### src/rtl/seq_divider_8by4_pkg.sv
// Shared widths and FSM state encoding for the sequential 8-by-4 restoring divider.
package vedic_pkg;

    localparam int DIVIDEND_W_DEF = 8;
    localparam int DIVISOR_W_DEF  = 4;

    typedef enum logic [1:0] {
        IDLE = 2'd0,
        CALC = 2'd1,
        DONE = 2'd2
    } div_state_e;

endpackage

### src/rtl/seq_divider_8by4_if.sv
// Operand/result handshake bundle for seq_divider_8by4, plus the FSM state for observation.
interface seq_divider_8by4_if
    import vedic_pkg::*;
#(
    parameter int DIVIDEND_W = DIVIDEND_W_DEF,
    parameter int DIVISOR_W  = DIVISOR_W_DEF
);
    // Valid/ready: a transfer happens on a rising edge where valid and ready are both high;
    // the producer holds its payload stable while valid is high and ready is low.
    logic                  in_valid;
    logic                  in_ready;
    logic [DIVIDEND_W-1:0] dividend;
    logic [DIVISOR_W-1:0]  divisor;
    logic                  out_valid;
    logic                  out_ready;
    logic [DIVIDEND_W-1:0] quotient;
    logic [DIVISOR_W-1:0]  remainder;
    div_state_e            state_dbg;

    modport slave (
        input  in_valid, dividend, divisor, out_ready,
        output in_ready, out_valid, quotient, remainder, state_dbg
    );

    modport master (
        output in_valid, dividend, divisor, out_ready,
        input  in_ready, out_valid, quotient, remainder, state_dbg
    );
endinterface

### src/rtl/seq_divider_8by4_div_step.sv
// One restoring-division iteration: shift in a dividend bit, compare, conditionally subtract.
module div_step
    import vedic_pkg::*;
#(
    parameter int DIVISOR_W = DIVISOR_W_DEF
) (
    input  logic [DIVISOR_W-1:0] part_i,
    input  logic                 bit_i,
    input  logic [DIVISOR_W-1:0] divisor_i,
    output logic [DIVISOR_W-1:0] part_o,
    output logic                 qbit_o
);
    logic [DIVISOR_W:0]   shifted;
    logic [DIVISOR_W-1:0] diff;

    // The remainder after a step is always < divisor, so only the low bits of the difference matter.
    always_comb begin
        shifted = {part_i, bit_i};
        diff    = shifted[DIVISOR_W-1:0] - divisor_i;
        qbit_o  = (shifted >= {1'b0, divisor_i});
        part_o  = qbit_o ? diff : shifted[DIVISOR_W-1:0];
    end
endmodule

### src/rtl/seq_divider_8by4.sv
// Sequential restoring divider, one quotient bit per cycle, MSB first.
// Define DIV_BY_ZERO_FLAG_EN to add the div_by_zero output flag.
module seq_divider_8by4
    import vedic_pkg::*;
#(
    parameter int DIVIDEND_W = DIVIDEND_W_DEF,
    parameter int DIVISOR_W  = DIVISOR_W_DEF
) (
    input  logic                clk,
    input  logic                rst_n,
    seq_divider_8by4_if.slave   bus
`ifdef DIV_BY_ZERO_FLAG_EN
    ,
    output logic                div_by_zero
`endif
);
    localparam int CNT_W = $clog2(DIVIDEND_W);

    div_state_e            state_q;
    logic                  in_ready_q;
    logic                  out_valid_q;
    logic [DIVIDEND_W-1:0] quot_q;
    logic [DIVISOR_W-1:0]  rem_q;
    logic [DIVIDEND_W-1:0] dvd_q;
    logic [DIVISOR_W-1:0]  dvs_q;
    logic [DIVISOR_W-1:0]  part_q;
    logic [CNT_W-1:0]      cnt_q;
    logic [DIVISOR_W-1:0]  part_d;
    logic                  qbit_d;
`ifdef DIV_BY_ZERO_FLAG_EN
    logic                  dbz_q;
`endif

    // dvd_q shifts left each iteration: its MSB feeds the step, quotient bits fill in from the LSB.
    div_step #(.DIVISOR_W(DIVISOR_W)) u_step (
        .part_i    (part_q),
        .bit_i     (dvd_q[DIVIDEND_W-1]),
        .divisor_i (dvs_q),
        .part_o    (part_d),
        .qbit_o    (qbit_d)
    );

    always_ff @(posedge clk) begin
        if (!rst_n) begin
            state_q     <= IDLE;
            in_ready_q  <= 1'b1;
            out_valid_q <= 1'b0;
            quot_q      <= '0;
            rem_q       <= '0;
            dvd_q       <= '0;
            dvs_q       <= '0;
            part_q      <= '0;
            cnt_q       <= '0;
`ifdef DIV_BY_ZERO_FLAG_EN
            dbz_q       <= 1'b0;
`endif
        end else begin
            case (state_q)
                IDLE: begin
                    if (bus.in_valid && in_ready_q) begin
                        dvd_q      <= bus.dividend;
                        dvs_q      <= bus.divisor;
                        part_q     <= '0;
                        cnt_q      <= '0;
                        in_ready_q <= 1'b0;
                        if (bus.divisor == '0) begin
                            state_q     <= DONE;
                            out_valid_q <= 1'b1;
                            quot_q      <= '1;
                            rem_q       <= bus.dividend[DIVISOR_W-1:0];
`ifdef DIV_BY_ZERO_FLAG_EN
                            dbz_q       <= 1'b1;
`endif
                        end else begin
                            state_q <= CALC;
                        end
                    end
                end
                CALC: begin
                    part_q <= part_d;
                    dvd_q  <= {dvd_q[DIVIDEND_W-2:0], qbit_d};
                    cnt_q  <= cnt_q + 1'b1;
                    if (cnt_q == CNT_W'(DIVIDEND_W - 1)) begin
                        state_q     <= DONE;
                        out_valid_q <= 1'b1;
                        quot_q      <= {dvd_q[DIVIDEND_W-2:0], qbit_d};
                        rem_q       <= part_d;
                    end
                end
                DONE: begin
                    if (bus.out_ready) begin
                        state_q     <= IDLE;
                        out_valid_q <= 1'b0;
                        in_ready_q  <= 1'b1;
`ifdef DIV_BY_ZERO_FLAG_EN
                        dbz_q       <= 1'b0;
`endif
                    end
                end
                default: state_q <= IDLE;
            endcase
        end
    end

    assign bus.in_ready  = in_ready_q;
    assign bus.out_valid = out_valid_q;
    assign bus.quotient  = quot_q;
    assign bus.remainder = rem_q;
    assign bus.state_dbg = state_q;
`ifdef DIV_BY_ZERO_FLAG_EN
    assign div_by_zero   = dbz_q;
`endif
endmodule

### src/flat_wrapper.sv
// flat-port wrapper written by rule: the top's interface ports become plain ports
module seq_divider_8by4_flat import vedic_pkg::*;
#(
    parameter int DIVIDEND_W = DIVIDEND_W_DEF,
    parameter int DIVISOR_W  = DIVISOR_W_DEF
)
  (clk, rst_n, bus_in_valid, bus_dividend, bus_divisor, bus_out_ready, bus_in_ready, bus_out_valid, bus_quotient, bus_remainder, bus_state_dbg);
  seq_divider_8by4_if #(.DIVIDEND_W(DIVIDEND_W), .DIVISOR_W(DIVISOR_W)) bus_i ();
  input  logic clk;
  input  logic rst_n;
  input wire logic [$bits(bus_i.in_valid)-1:0] bus_in_valid;
  input wire logic [$bits(bus_i.dividend)-1:0] bus_dividend;
  input wire logic [$bits(bus_i.divisor)-1:0] bus_divisor;
  input wire logic [$bits(bus_i.out_ready)-1:0] bus_out_ready;
  output wire logic [$bits(bus_i.in_ready)-1:0] bus_in_ready;
  output wire logic [$bits(bus_i.out_valid)-1:0] bus_out_valid;
  output wire logic [$bits(bus_i.quotient)-1:0] bus_quotient;
  output wire logic [$bits(bus_i.remainder)-1:0] bus_remainder;
  output wire logic [$bits(bus_i.state_dbg)-1:0] bus_state_dbg;
  assign bus_i.in_valid = bus_in_valid;
  assign bus_i.dividend = bus_dividend;
  assign bus_i.divisor = bus_divisor;
  assign bus_i.out_ready = bus_out_ready;
  assign bus_in_ready = bus_i.in_ready;
  assign bus_out_valid = bus_i.out_valid;
  assign bus_quotient = bus_i.quotient;
  assign bus_remainder = bus_i.remainder;
  assign bus_state_dbg = bus_i.state_dbg;
  seq_divider_8by4 #(.DIVIDEND_W(DIVIDEND_W), .DIVISOR_W(DIVISOR_W)) u_core (.clk(clk), .rst_n(rst_n), .bus(bus_i));
endmodule
### config.mk
export PLATFORM = sky130hd
export DESIGN_NAME = seq_divider_8by4_flat
export DESIGN_NICKNAME = d
export VERILOG_FILES = /design/src/rtl/seq_divider_8by4_pkg.sv /design/src/rtl/seq_divider_8by4_if.sv /design/src/rtl/seq_divider_8by4_div_step.sv /design/src/rtl/seq_divider_8by4.sv /design/src/flat_wrapper.sv
export SDC_FILE = /design/constraint.sdc
export NUM_CORES = 1
export LEC_CHECK = 0
export ABC_AREA = 0
export BUFFER_PORTS_ARGS = -buffer_cell sky130_fd_sc_hd__buf_2
export CELL_PAD_IN_SITES_DETAIL_PLACEMENT = 2
export CELL_PAD_IN_SITES_GLOBAL_PLACEMENT = 2
export CORE_MARGIN = 2
export CORE_UTILIZATION = 32
export CTS_CLUSTER_DIAMETER = 40
export DETAILED_ROUTE_END_ITERATION = 7
export HOLD_SLACK_MARGIN = 0.05
export PLACE_DENSITY_LB_ADDON = 0.1
export SYNTH_ARGS = -nofsm -noshare
export SYNTH_HDL_FRONTEND = slang
export SYNTH_SLANG_ARGS = --single-unit
export TNS_END_PERCENT = 100
### constraint.sdc
create_clock -name clk -period 2.05 [get_ports clk]
set_clock_uncertainty 0.05 [all_clocks]
set_input_delay 0.205 -clock clk [delete_from_list [all_inputs] [get_ports clk]]
set_output_delay 0.205 -clock clk [all_outputs]
set_load 0.005 [all_outputs]
==> impl_results.md, run 1 <==
* Status: finished clean
* Total gr overflow at 0
* Layout Cells excl Fill at roughly 310
* Synth Area per Inst at 8.41 µm²
* Clk sink count at 35
* FF-to-FF Start: u_core.dvd_q[7]
* Cells along the critical path: inv_1 -> ha_1 -> nor2b_1 -> o211a_1 -> or4_4 -> a31oi_2
* Final setup fails at 0
* Largest net degree at the start of global routing at 19
* Dpl hpwl at about 4000 µm
* Filler cell count at 611
* WHS Path Cells at 3
* GRT Total Usage at 19.2%
* TNS Setup at 0 ns
* Ant diodes at 0
* Post-route ant nets at 0
* TritonCTS clock tree: yes
* Area contributors post-synth: dfxtp_1, nand2_1, a21oi_1, ha_1, a311oi_1
* Vias in the first global route at 1789
* Final Cycle Share at 93.5%
* Yosys reg bits at 35
* Pwr Total at 1.71 mW
* Die extent in y at 76.3 µm
* Fin. max-slew vios at 0
* Seq. cell area at roughly 700 µm²
* First-pass GRT wire length at 8930 µm
* # rows at 26
* Commonest non-fill, non-tap cell in the layout: dfxtp_1
* Dpl cells at 298
* Worst hold slack at roughly 0.11 ns
* Min cycle time layout at 1.92 ns
* Hold EP: u_core.dvs_q[3]
* Min-delay src: bus_divisor[3]
* Core area at 5070 µm²
* Initial antenna violation count at 0
* Synth top area share at a little over two fifths
* Die width at ~76 µm
* Mapped Cells at between 150 and 200
* Syn Nets at 222
* Sequential area share after synthesis at between 40% and 50%
* Worst slew margin at 75.4%
* DR vias at 1628
* Fin nets at 258
* Port Buf Inserts at 31
* FMAX at 522 MHz
* RSZ-0062 raised after global routing: no
* Via/cell ratio at 5.32
* CP required at 2.21 ns
* Syn. warnings at 0
* Hold Crit Class: primary input to flop
* Postcts setup bufs at 0
* Layout cells sized above 1 at between 20% and 30%
* Area taken by multi-input logic gates at 881 µm²
* Top Ports at 32
* Maxcap violations at 0
* FF-to-FF setup slack at 0.13 ns
* Critical Path Start Type: flop
* Reg2reg end: u_core.part_q[0]
* Drt pass-1 iters at 3
* Die area at 5830 µm²
* Cts bufs inserted at 5
* Reg2reg path depth at 6
* Worst endpoint data arrival time at 2.08 ns
* Synth unique cells at 37
* Total Wirelength at 5230 µm
* Most frequent cells in the layout: dfxtp_1, nand2_1, buf_2
* Critical setup path kind: flop to flop
* Final Hold Viols at 0
* Slowest-stage cell, CP: or4_4
* CP Capture Type: flop
* CTS H-tree depth at 2
* Clk root buf: clkbuf_8
* Critical Path Fanout Max at 6
* Initial core utilization at 33.0%
* Clock insertion delay at the later pin of the skew report at 0.29 ns
* Peak VDD IR at 0.265 mV
* Synth area leader: dfxtp_1
* CP peak stage delay at 0.51 ns
* DRC violations left at 0
* Area grow syn2layout at 21.4%
* Area of the mapped netlist at 1670 µm²
* Clock transition at the registers of the reported paths at 0.08 ns
* Maximum clock path buffer count at 2
* Worst-Margin Slew at between 0.3 and 0.4 ns
* Pwr per Cell Area at 841 nW/µm²
* DRT iter0 DRCs at 59
* Routability Congestion at approximately 0.86
* Leakage power total at 0.823 nW
* Wire per inst at 17.1 µm
==> metal layers <==
metal | up-vias | global-route usage [%] | part of all wire, %
li1 | 782 | - | -
met1 | 819 | 23.7 | 45
met2 | 21 | 34.6 | 51
met3 | 6 | 3.08 | 2.6
met4 | 0 | 5.27 | 1.1
met5 | - | 0 | 0
==> Yosys cell counts <==
library cell,number
a211oi_1,4
a21boi_0,2
a21oi_1,19
a2bb2oi_2,1
a311oi_1,8
a31oi_1,6
and2_0,1
and3_1,1
and4bb_2,1
buf_2,7
buf_6,1
clkbuf_1,4
clkinv_1,1
dfxtp_1,35
fa_1,1
ha_1,6
inv_1,9
nand2_1,31
nand2b_1,6
nand3_1,3
nand3b_1,2
nand4_1,1
nand4bb_1,1
nor2_1,17
nor2b_1,2
nor3_1,1
nor3b_1,1
nor4_1,3
o211a_1,1
o211ai_1,3
o211ai_2,1
o21ai_0,11
o221a_2,4
o221ai_1,1
o32ai_1,1
or4_4,1
xor2_1,1
==> state kept, by name, summed over array words and instances (netlist names) <==
name                  cells
u_core.bus.in_ready       1
u_core.bus.out_valid      1
u_core.bus.quotient       8
u_core.cnt_q              3
u_core.bus.state_dbg      2
u_core.part_q             4
u_core.dvd_q              8
u_core.bus.remainder      4
u_core.dvs_q              4
==> layout make-up <==
| type | instances | area share, % |
|---|---|---|
| Clock buffer | 5 | 3.38 |
| Clock inverter | 3 | 0.738 |
| Inverter | 10 | 1.85 |
| Multi-Input combinational cell | 142 | 43.3 |
| Sequential cell | 35 | 34.5 |
| Tap cell | 70 | 4.31 |
| Timing Repair Buffer | 41 | 11.9 |
==> what timing repair did <==
action / 4_1_cts / 5_1_grt
resized for setup: 0 / 1
hold buffers: 0 / 0
setup endpoints to repair: 0 / 1
==> cells by family (layout without fill, tap and decap cells) <==
| kind of cell | Yosys count | count (layout) | share of synthesized area (%) |
|---|---|---|---|
| and+or+nand+nor | 72 | 72 | 20.6 |
| DFF | 35 | 35 | 41.9 |
| AOI/OAI and AO/OA | 62 | 62 | 25.4 |
| xor gates and xnor gates | 1 | 1 | 0.523 |
| adders and majority gates | 7 | 7 | 5.68 |
| buffers and inverters | 22 | 59 | 5.90 |
==> power by group <==
part	internal [mW]	total [mW]	switching, mW
Combinational	0.163	0.414	0.251
Sequential	0.744	0.799	0.0543
Clock	0.233	0.496	0.264
==> critical path, delay by kind of cell (launching register included) <==
kind / cells / cell delay [ns]
AO/OA/AOI/OAI: 2 / 0.45
adder cells (fa/ha/maj): 1 / 0.32
buffers and inverters: 1 / 0.06
flip-flops: 1 / 0.37
AND/OR/NAND/NOR: 2 / 0.58
==> through the flow <==
stage | utilization, % | cell area [µm²] | setup WS (ns)
6_report | 40.1 | 2030 | 0.133
5_1_grt | 40.1 | 2030 | 0.0166
4_1_cts | 39.9 | 2030 | 0.113
3_5_place_dp | 38.3 | 1940 | 0.173
3_3_place_gp | 38.3 | 1940 | 0.266
2_1_floorplan | - | 1670 | 0.328
==> worst max-delay path by stage <==
| stage | from | endpoint | slack, ns | cells after the start |
|---|---|---|---|---|
| after global routing | u_core.dvd_q[7] | u_core.part_q[0] | 0.02 | 6 |
| after floorplan | u_core.dvs_q[1] | u_core.part_q[0] | 0.33 | 6 |
| after detailed placement | u_core.dvd_q[7] | u_core.part_q[0] | 0.17 | 6 |
| after global placement | u_core.dvd_q[7] | u_core.bus.remainder[0] | 0.27 | 6 |
| final | u_core.dvd_q[7] | u_core.part_q[0] | 0.13 | 6 |
| after CTS | u_core.dvd_q[7] | u_core.part_q[0] | 0.11 | 6 |
(Power assumes the default switching activity.)
==> run 2: changes to the inputs <==
--- a/config.mk
+++ b/config.mk
@@ -10,12 +10,13 @@
 export CELL_PAD_IN_SITES_DETAIL_PLACEMENT = 2
 export CELL_PAD_IN_SITES_GLOBAL_PLACEMENT = 2
 export CORE_MARGIN = 2
-export CORE_UTILIZATION = 32
+export CORE_UTILIZATION = 34
 export CTS_CLUSTER_DIAMETER = 40
 export DETAILED_ROUTE_END_ITERATION = 7
 export HOLD_SLACK_MARGIN = 0.05
 export PLACE_DENSITY_LB_ADDON = 0.1
 export SYNTH_ARGS = -nofsm -noshare
 export SYNTH_HDL_FRONTEND = slang
+export SYNTH_HIERARCHICAL = 1
 export SYNTH_SLANG_ARGS = --single-unit
 export TNS_END_PERCENT = 100
==> run 2 against run 1 <==
Compared with the run above:
- critical path depth increased by 1
- hold slack improved by 0.041 ns
- non-clock buffer count shrank 5
- die area up 1.8%
- first-iteration DRC count down 47%
- fmax about the same
- global-route usage down 2.1 points
==> impl_results.md, run 2 <==
* Maximum clock path buffer count at 2
* Post-synth EDFFs at 0
* Maxcap violations at 0
* Largest net degree at the start of global routing at 27
* Critical Path Fanout Max at 2
* RSZ-0062 raised after global routing: no
* Layout Cells excl Fill at 289
* Clock insertion delay at the later pin of the skew report at 0.29 ns
* Final setup fails at 0
* CTS H-tree depth at 2
* Via/cell ratio at a little over 5
* Total gr overflow at 0
* Pwr Total at 1.58 mW
* Post-route ant nets at 0
* Syn Nets at 213
* Clk sink count at 35
* Initial antenna violation count at 0
* Final Worst Setup Slack at 0.132 ns
* Mapped Cells at 190
* Filler cell count at 592
* DRC violations left at 0
* Vias in the first global route at 1607
* Leakage power total at 0.944 nW
* CP required at between 2 and 2.5 ns
* Die extent in y at 77.0 µm
* Dpl hpwl at 3590 µm
* Yosys reg bits at 35
* Ant diodes at 0
* Wire per inst at 16.4 µm
* Dpl cells at ~280
* Core area at 5140 µm²
* GRT Total Usage at 17.2%
* TritonCTS clock tree: yes
* Die area at slightly below 6000 µm²
* Min cycle time layout at 1.92 ns
* Critical setup path kind: flop to flop
* # rows at 26
* Synth unique cells at 42
* Worst-Margin Slew at between 0.5 and 0.6 ns
* Async SR Flop Fraction at 0%
* CP Capture Type: flop
* Hold Crit Class: primary input to flop
* Total Wirelength at 4730 µm
* Worst slew margin at 64.7%
* Clock transition at the registers of the reported paths at 0.07 ns
* Synth top area share at 38.6%
* Area of the mapped netlist at 1810 µm²
* Leading cell types by count after synthesis: dfxtp_1, nand2_1, a21oi_1, o21ai_0, mux2i_1
* Drt pass-1 iters at 4
* Fin. max-slew vios at 0
* Worst hold slack at between 0.15 and 0.2 ns
* Critical Path Start Type: flop
* Commonest non-fill, non-tap cell in the layout: dfxtp_1
* Final Cycle Share at 93.6%
* Area contributors post-synth: dfxtp_1, mux2i_1, a21oi_1, ha_1, o21ai_0
* Synth Area per Inst at 9.54 µm²
* TNS Setup at 0 ns
* Cts bufs inserted at 5
* DR vias at 1484
* Count leader, synth: dfxtp_1
* DRT iter0 DRCs at 31
* Seq. cell area at 702 µm²
* Most frequent cells in the layout: dfxtp_1, buf_2, nand2_1
* Routability Congestion at 0.762
* Synth area leader: dfxtp_1
* Fin nets at 243
* Top Ports at 32
* Syn. warnings at 6
* Status: finished clean
* CTS resizes at 0
* Port Buf Inserts at 31
* Peak VDD IR at 0.318 mV
* Area taken by multi-input logic gates at 1000 µm²
* Pwr per Cell Area at 753 nW/µm²
* Initial core utilization at 35.3%
* Area grow syn2layout at 15.5%
* First-pass GRT wire length at approximately 8000 µm
* Clk root buf: clkbuf_8
* Sequential area share after synthesis at 38.6%
* Post-CTS Hold Fix Bufs at 0
* Post-synth top flop: dfxtp_1
* Postcts setup bufs at 0
* Die width at 77.0 µm
* Worst endpoint data arrival time at roughly 2 ns
* FMAX at 521 MHz
* Final Hold Viols at 0
* Layout cells sized above 1 at approximately 26%
* Dpl ws at 0.0822 ns
==> run 2: final cells by class <==
cell class / instances / area share (%)
clock buffer: 6 / 3.47
sequential: 35 / 33.5
multi-input combinational: 133 / 48.0
timing repair buffer: 36 / 9.21
inverter: 9 / 1.61
tap: 70 / 4.18
==> run 2: through the flow <==
stage / area [µm²] / util [%]
finish: 2090 / 40.7
global placement: 2010 / 39.2
CTS: 2090 / 40.6
detailed placement: 2010 / 39.2
floorplan: 1810 / -
global route: 2090 / 40.7
==> run 2: logic make-up after synthesis <==
kind of cell	count (synthesis)	share of synthesized area, %
simple gates	46	14.4
xor+xnor	1	0.483
flops	35	38.6
mux	19	11.2
fa+ha+maj	7	5.24
buf+inv	22	6.21
compound gates	60	23.7
==> run 2: worst max-delay path, cell delays in order (launching register included) <==
cell and delay (ns):
dfxtp_1 0.33, inv_1 0.07, ha_1 0.24, fa_1 0.40
xnor2_1 0.14, mux2_4 0.29, a21oi_1 0.16, a211oi_1 0.10
==> run 2: worst paths after layout <==
check | from | to | slack, ns | cells past startpoint
setup / recovery | u_core/dvd_q[7] | u_core/bus.remainder[2] | 0.13 | 7
hold / removal | bus_divisor[3] | u_core/dvs_q[3] | 0.15 | 3
setup reg to reg | u_core/dvd_q[7] | u_core/bus.remainder[2] | 0.13 | 7
hold reg to reg | u_core/bus.out_valid | u_core/bus.out_valid | 0.41 | 2
==> run 2: power by group <==
| group | switching, mW | internal, mW |
|---|---|---|
| clock network | 0.237 | 0.226 |
| registers | 0.0363 | 0.721 |
| logic | 0.200 | 0.155 |
==> run 2: per-layer routing <==
layer	track usage, %	vias to the layer above	wire length (µm)
li1	-	739	-
met1	22.0	713	2250
met2	27.0	26	2210
met5	0	-	0
met3	4.47	6	180
met4	7.86	0	88
==> run 3: changes to the inputs <==
--- a/config.mk
+++ b/config.mk
@@ -14,7 +14,9 @@
 export CTS_CLUSTER_DIAMETER = 40
 export DETAILED_ROUTE_END_ITERATION = 7
 export HOLD_SLACK_MARGIN = 0.05
+export MAX_ROUTING_LAYER = met4
 export PLACE_DENSITY_LB_ADDON = 0.1
+export REMOVE_ABC_BUFFERS = 1
 export SYNTH_ARGS = -nofsm -noshare
 export SYNTH_HDL_FRONTEND = slang
 export SYNTH_HIERARCHICAL = 1
==> run 3 against run 2 <==
Compared with the run above:
- die area did not move
- sequential share of layout area fell by 0.86 points
- largest cell class unchanged
- final cell count rose by 0.69%
==> impl_results.md, run 3 (synthesized netlist as in run 2, its figures left out) <==
* Dpl cells at 283
* Port Buf Inserts at 31
* Total gr overflow at 0
* Worst-Margin Slew at 0.602 ns
* Critical Path Start Type: flop
* Worst hold slack at 0.170 ns
* Power share of the combinational group at 22.0%
* TNS Setup at 0 ns
* Final setup fails at 0
* Cell Int Power at 1.24 mW
* First-pass GRT wire length at 8420 µm
* FMAX at between 500 and 600 MHz
* Sw power at 510 µW
* Clk sink count at 35
* Final Util at 41.8%
* CTS H-tree depth at 2
* Hold EP: u_core/dvs_q[3]
* Worst endpoint data arrival time at 2.07 ns
* Min-delay src: bus_divisor[3]
* Largest net degree at the start of global routing at 27
* Pwr Total at approximately 1.8 mW
* Post-CTS Hold Fix Bufs at 0
* Routability Congestion at 0.808
* DRT iter0 DRCs at 53
* Critical setup path kind: flop to flop
* Core area at 5140 µm²
* Layout cells sized above 1 at 28.1%
* Reg power frac at 43.2%
* Leakage power total at 0.963 nW
* Cells along the critical path: ha_2 -> o21ai_2 -> a21oi_4 -> nor2_4 -> mux2_4 -> a21oi_1 -> a211oi_1
* # rows at 26
* CP peak stage delay at between 0.4 and 0.5 ns
* Maximum clock path buffer count at 2
* Post-route ant nets at 0
* Wire per inst at 17.7 µm
* Die area at 5930 µm²
* Pwr per Cell Area at 816 nW/µm²
* FF-to-FF Start: u_core/part_q[1]
* Vias in the first global route at 1685
* Die width at 77.0 µm
* FF-to-FF setup slack at 0.08 ns
* Die extent in y at 77.0 µm
* TritonCTS clock tree: yes
* Drt pass-1 iters at 4
* Clk pwr share at 34.8%
* Via/cell ratio at 5.29
* Initial antenna violation count at 0
* Slowest-stage cell, CP: dfxtp_1
* Clock insertion delay at the later pin of the skew report at 0.28 ns
* Ant diodes at 0
* Clock transition at the registers of the reported paths at 0.08 ns
* Final Hold Viols at 0
* Most frequent cells in the layout: dfxtp_1, buf_2, nand2_1
* Fin nets at 244
* Total Wirelength at 5150 µm
* Reg2reg end: u_core/bus.remainder[2]
* Final Cycle Share at between 90% and 100%
* Cts bufs inserted at 5
* WHS Path Cells at 3
* CP required at 2.15 ns
* Fin. max-slew vios at 0
* Dpl hpwl at 3760 µm
* Reg2reg path depth at 7
* Status: finished clean
* Worst slew margin at around three fifths
* Min cycle time layout at 1.97 ns
* Maxcap violations at 0
* Critical Path Fanout Max at 4
* DRC violations left at 0
* Layout Cells excl Fill at 291
* Clk root buf: clkbuf_8
* Top Ports at 32
* Commonest non-fill, non-tap cell in the layout: dfxtp_1
* Peak VDD IR at 0.502 mV
* Sw Ratio at 29.1%
* DR vias at between 1500 and 2000
* Initial core utilization at 35.3%
* GRT Total Usage at 18.6%
* CP Capture Type: flop
* Hold Crit Class: primary input to flop
* Area grow syn2layout at 18.5%
run 3: cell types whose count changed in the layout (fill, tap and decap cells not counted):
cell | before | now
clkinvlp_4 | 0 | 1
nand2b_4 | 1 | 2
mux2i_1 | 14 | 13
ha_2 | 0 | 1
ha_1 | 6 | 5
clkbuf_1 | 1 | 0
mux2i_2 | 0 | 1
buf_4 | 5 | 6
bufinv_16 | 0 | 1
nand2b_1 | 2 | 1
run 3: worst max-delay path by stage:
stage                                       start                      end  slack, ns  cells past startpoint
final                            u_core/part_q[1]  u_core/bus.remainder[2]       0.08                      7
after global routing             u_core/part_q[1]  u_core/bus.remainder[1]      -0.01                      7
after CTS                         u_core/dvs_q[2]  u_core/bus.remainder[1]     0.0002                      8
after detailed placement          u_core/dvs_q[2]  u_core/bus.remainder[1]      0.006                      8
after global placement            u_core/dvd_q[7]  u_core/bus.remainder[2]       0.19                      7
after floorplan           u_core/bus.state_dbg[1]   u_core/bus.quotient[0]       0.14                      3
run 3: layout make-up:
type                            count  area (µm²)
Inverter                            9        33.8
Clock inverter                      2        37.5
Fill cell                         600        2990
Clock buffer                        5        68.8
Sequential cell                    35         702
Tap cell                           70        87.6
Multi-Input combinational cell    133        1020
Timing Repair Buffer               37         200
run 3: power by group through the flow:
stage / Sequential, mW / Combinational (mW) / Clock, mW
after floorplan: 0.765 / 0.242 / 0
after global placement: 0.769 / 0.335 / 0
after detailed placement: 0.773 / 0.361 / 0
after CTS: 0.758 / 0.370 / 0.627
after global routing: 0.765 / 0.419 / 0.665
final: 0.758 / 0.385 / 0.610
run 3: timing repair:
item	CTS	global route
pin swaps	0	1
setup endpoints to repair	1	5
gates resized for setup	1	4
hold endpoints to repair	0	0
setup buffers	0	1
run 3: worst max-delay path, delay by kind of cell, from the launching register on:
kind	cells	cell delay, ns
flip-flops	1	0.41
multiplexers	1	0.33
AO/OA/AOI/OAI	4	0.52
AND/OR/NAND/NOR	1	0.19
adder cells (fa/ha/maj)	1	0.34
run 3: per-layer routing:
layer	share of wire, %	track usage, %	up-vias
met5	0	-	-
met1	45	22.6	768
met2	51	31.8	24
li1	-	-	742
met4	0.56	3.75	0
met3	2.9	4.12	5
run 3: per-stage QoR:
stage / instance area, µm² / worst slack (ns)
floorplan: 1730 / 0.140
finish: 2150 / 0.0850
CTS: 2120 / 0.000193
detailed placement: 2010 / 0.00637
global placement: 2010 / 0.189
global route: 2150 / -0.0104
